[src/rtl/addr_sub_serial.sv]
// Digit-serial two's-complement adder/subtractor with valid/ready handshake on both sides.
// DIGIT bits are summed per cycle through a small adder and a carry flop.
module addr_sub_serial #(
   parameter int unsigned WIDTH = 16,
   parameter int unsigned DIGIT = 4
) (
   input  logic             clk,
   input  logic             rst,
   input  logic             in_valid,
   output logic             in_ready,
   input  logic [WIDTH-1:0] a,
   input  logic [WIDTH-1:0] b,
   input  logic             sub,
   output logic             out_valid,
   input  logic             out_ready,
   output logic [WIDTH-1:0] result,
   output logic             carry,
   output logic             overflow,
   output logic             busy
);

   localparam int unsigned NDIG = WIDTH / DIGIT;
   localparam int unsigned CW   = (NDIG > 1) ? $clog2(NDIG) : 1;
   localparam logic [CW-1:0] LAST_DIG = CW'(NDIG - 1);

   localparam logic [1:0] S_IDLE = 2'd0;
   localparam logic [1:0] S_RUN  = 2'd1;
   localparam logic [1:0] S_DONE = 2'd2;

   logic [1:0]       r_state;
   logic [WIDTH-1:0] r_a;
   logic [WIDTH-1:0] r_b;
   logic [WIDTH-1:0] r_res;
   logic             r_cy;
   logic [CW-1:0]    r_cnt;
   logic             r_a_msb;
   logic             r_b_msb;
   logic             r_sub;
   logic [WIDTH-1:0] r_result;
   logic             r_carry;
   logic             r_ovf;

   logic             w_accept;
   logic [DIGIT:0]   w_sum;
   logic [WIDTH-1:0] w_dig_ext;
   logic [WIDTH-1:0] w_res_next;
   logic             w_ovf;

   assign in_ready  = (r_state == S_IDLE) || ((r_state == S_DONE) && out_ready);
   assign out_valid = (r_state == S_DONE);
   assign busy      = (r_state == S_RUN);
   assign result    = r_result;
   assign carry     = r_carry;
   assign overflow  = r_ovf;

   assign w_accept = in_valid && in_ready;

   assign w_sum      = {1'b0, r_a[DIGIT-1:0]} + {1'b0, r_b[DIGIT-1:0]} + (DIGIT+1)'(r_cy);
   assign w_dig_ext  = WIDTH'(w_sum[DIGIT-1:0]);
   // New digit enters at the top; after NDIG shifts the LSB digit sits at the bottom.
   assign w_res_next = (r_res >> DIGIT) | (w_dig_ext << (WIDTH - DIGIT));

   // b MSB is the pre-inversion copy, so add needs equal signs and sub needs differing signs.
   assign w_ovf = (r_sub ? (r_a_msb != r_b_msb) : (r_a_msb == r_b_msb)) &&
                  (w_res_next[WIDTH-1] != r_a_msb);

   always_ff @(posedge clk or posedge rst) begin
      if (rst) begin
         r_state  <= S_IDLE;
         r_a      <= '0;
         r_b      <= '0;
         r_res    <= '0;
         r_cy     <= 1'b0;
         r_cnt    <= '0;
         r_a_msb  <= 1'b0;
         r_b_msb  <= 1'b0;
         r_sub    <= 1'b0;
         r_result <= '0;
         r_carry  <= 1'b0;
         r_ovf    <= 1'b0;
      end else if (w_accept) begin
         r_state <= S_RUN;
         r_a     <= a;
         r_b     <= sub ? ~b : b;
         r_res   <= '0;
         r_cy    <= sub;
         r_cnt   <= '0;
         r_a_msb <= a[WIDTH-1];
         r_b_msb <= b[WIDTH-1];
         r_sub   <= sub;
      end else begin
         case (r_state)
            S_RUN: begin
               r_a   <= r_a >> DIGIT;
               r_b   <= r_b >> DIGIT;
               r_res <= w_res_next;
               r_cy  <= w_sum[DIGIT];
               r_cnt <= r_cnt + 1'b1;
               if (r_cnt == LAST_DIG) begin
                  r_state  <= S_DONE;
                  r_result <= w_res_next;
                  r_carry  <= w_sum[DIGIT];
                  r_ovf    <= w_ovf;
               end
            end
            S_DONE: begin
               if (out_ready) r_state <= S_IDLE;
            end
            S_IDLE: ;
            default: r_state <= S_IDLE;
         endcase
      end
   end

endmodule

[config.mk]
export PLATFORM = sky130hd
export DESIGN_NAME = addr_sub_serial
export DESIGN_NICKNAME = d
export VERILOG_FILES = /design/src/rtl/addr_sub_serial.sv
export SDC_FILE = /design/constraint.sdc
export NUM_CORES = 1
export LEC_CHECK = 0
export BUFFER_PORTS_ARGS = -buffer_cell sky130_fd_sc_hd__buf_2
export CAP_MARGIN = 20
export CORE_ASPECT_RATIO = 1.1
export CORE_MARGIN = 2
export CORE_UTILIZATION = 59
export DETAILED_ROUTE_END_ITERATION = 8
export PLACE_DENSITY = 0.91
export SYNTH_ARGS = -nofsm -noshare
export SYNTH_HDL_FRONTEND = slang
export SYNTH_SLANG_ARGS = --single-unit
[constraint.sdc]
create_clock -name clk -period 2.85 [get_ports clk]
set_input_delay 0.1425 -clock clk [delete_from_list [all_inputs] [get_ports clk]]
set_output_delay 0.1425 -clock clk [all_outputs]
set_load 0.01 [all_outputs]
==> impl_metrics.toml <==
[cts]
cts-root-buf = "clkbuf_8"
cts_max_path_buffers = 2
clk_latency_ps = 350
cts_made_buffers = 9
htreeDepth = 3
path_clk_slew_ps = 70
cts.sinks = 70
cts_tree = "yes"
postCtsSetupBuffers = 0
cts_resized = 0
cts_hold_buffers = 4

[sta]
final.min_clock_period_ps = 2029
finalHoldViolCount = 0
finalCritPeriodShare_pct = 71.18
rsz0062_at_grt = "no"
finalMaxSlewViolations = 0
skew_ps = 9.787
tns_ps = 0
setup_viol = 0
relSlewSlack_pct = 40.71
fmax_mhz = 493.0
tightest_slew_ps = 889.4

[layout]
synthToLayoutAreaGrowth_pct = 17.74
drive_gt1_share_pct = 27.61
diodes = 0
final_util_pct = 72.11
final_nets = 393

[power]
ir_drop_mv = 0.5036
power.leakage_nw = 1.796
powerDensity_nw_per_um2 = 1126

[synth]
synthAdderAreaFrac_pct = 2.922
synth_top_family_by_area = "simple AND/OR/NAND/NOR gates"
ys_types = 32
syn_inst = 290
synth-seq-cells = 70
synth-xor-area-share_pct = 5.114
synth_compound_area_share_pct = 12.46
yosysSeqAreaShare_pct = 56.82
synthFlopType = "dfrtp_1"
yosys_warnings = 0
avgSynthCellArea_um2 = 10.63
ys_async_sr_fraction_pct = 100.0
synth_edf_count = 0
synthSimpleGateAreaFrac_pct = 13.47
synth.cell_area_um2 = 3083
synth_nets = 333
synthMuxAreaShare_pct = 5.114

[floorplan]
dieArea_um2 = 5820
dieHeight_um = 79.82
initial_utilization_pct = 61.25
coreArea_um2 = 5034
die_w_um = 72.92
io_pins = 58
fp-row-count = 27

[setup_path]
max_stage_delay_ps = 750
slowest_stage = "or3_1"
crit_type = "in -> reg"
r2r_slack_ps = 900
path_max_fanout = 29
path_buf_inv = 2
cp_data_required_time_ps = 3080
cp.arrival_ps = 2250
startpoint_type = "input port"
path_delay_family = "simple AND/OR/NAND/NOR gates"
endpoint_kind = "register"
cp_cell_sequence = "dlygate4sd3_1 -> buf_2 -> nor2b_1 -> or3_1 -> nor2_1 -> a221o_1"

[routing]
drtIter0Drc = 203
wl_per_cell_um = 15.00
routed_via_density = 5.673
wirelength_um = 6194
drc = 0
num_vias = 2343
antenna_left = 0
dr.pass1.iters = 4

[grt]
grt_remaining_overflow = 0
grt_start_max_net_pins = 49
grt_use_total_pct = 23.33
grt_pass1_wl_um = 10330
antenna_found_initial = 0
grt_pass1_vias = 2211

[worst_hold_path]
hp-class = "in -> reg"

[placed_design]
hpwlAfterDp_um = 4148
portBuffers = 57
gp_congestion = 0.7939

[outcome]
run_status = "finished, final reports clean"

[flow_run]
cap_viol_max_count = 0
## cells by family after synthesis
family / count (synthesis)
buffers and inverters: 25
AOI/OAI and AO/OA: 56
adders and majority gates: 6
xor gates and xnor gates: 18
DFF: 70
muxes: 14
and+or+nand+nor: 101
## path summary, 6_finish.rpt
| check | cells after the start | start | end |
|---|---|---|---|
| max in group asynchronous | 5 | rst | r_b[0] |
| setup / recovery | 6 | out_ready | r_b[3] |
| setup reg to reg | 4 | r_state[1] | r_b[3] |
| hold / removal | 3 | a[15] | r_a_msb |
| min in group asynchronous | 3 | rst | result[4] |
| hold reg to reg | 2 | r_a[11] | r_a[11] |
## cell type report
type / count / area (um2)
clock inverters: 5 / 35.03
multi-input cells: 195 / 1210
repair buffers: 69 / 400.4
well taps: 58 / 72.57
clock buffers: 11 / 141.4
flip-flops and latches: 70 / 1752
fillers: 359 / 1404
inverters: 5 / 18.77
## power breakdown
| part | leakage [nW] | internal [W] | switching, W |
|---|---|---|---|
| registers | 0.890 | 0.00145 | 0.000297 |
| logic | 0.828 | 0.000701 | 0.000933 |
| clock network | 0.0776 | 0.000338 | 0.000370 |
## sequential cells by signal, summed over array words and instances, names as in the netlist
signal and flops:
result 16, overflow 1, r_res 12, r_sub 1, r_b_msb 1, r_cnt 2
r_a 16, r_b 16, carry 1, r_a_msb 1, r_cy 1, r_state 2
## placed cells by master (no fill, tap or decap), types with 2 or more instances in the layout
cell / instances
a221o_1: 12
o21ai_0: 21
ha_1: 4
dlygate4sd3_1: 5
inv_2: 2
buf_2: 57
nand3_1: 10
a22oi_1: 13
nor2_1: 14
mux2_2: 14
o21ai_1: 3
clkinvlp_4: 4
clkbuf_8: 10
buf_4: 6
or3_1: 2
xnor2_1: 17
inv_1: 3
nand2_1: 68
a21oi_1: 3
fa_1: 2
dfrtp_1: 70
## cell usage after synthesis, types with 3 or more instances
master,count,area [um2]
nand2_1,68,255.2
o21ai_1,3,15.01
a21oi_1,3,15.01
nand3_1,10,50.05
ha_1,4,50.05
o21ai_0,21,105.1
mux2_2,14,157.7
nor2_1,14,52.55
a22oi_1,13,97.59
clkbuf_1,6,22.52
a221o_1,12,120.1
dfrtp_1,70,1752
xnor2_1,17,148.9
buf_2,11,55.05
inv_1,4,15.01
## layer usage
layer  wire length [um]  vias to the layer above  track usage, %
li1                   -                     1104               -
met1               2706                     1163           31.10
met2               3141                       65           37.18
met3                218                       11           5.934
met4                129                        0           7.963
met5                  0                        -               0
## worst min-delay path: cells and delay by family
kind / cells / cell delay (ps)
and+or+nand+nor: 2 / 110
buffers and inverters: 1 / 70
## per-stage QoR
step / cell area (um2) / setup slack (ps) / hold WS, ps / total power [W] / cells
2_1_floorplan: 3083 / 939.3 / 228.8 / 0.002928 / 290
3_3_place_gp: 3383 / 1040 / 337.4 / 0.003278 / 391
3_5_place_dp: 3383 / 919.2 / 337.1 / 0.003384 / 391
4_1_cts: 3600 / 838.2 / 7.772 / 0.004095 / 411
5_1_grt: 3630 / 693.1 / 22.09 / 0.004404 / 413
6_report: 3630 / 821.4 / 16.11 / 0.004086 / 413
Note: power is estimated with default switching activity, not from simulation.
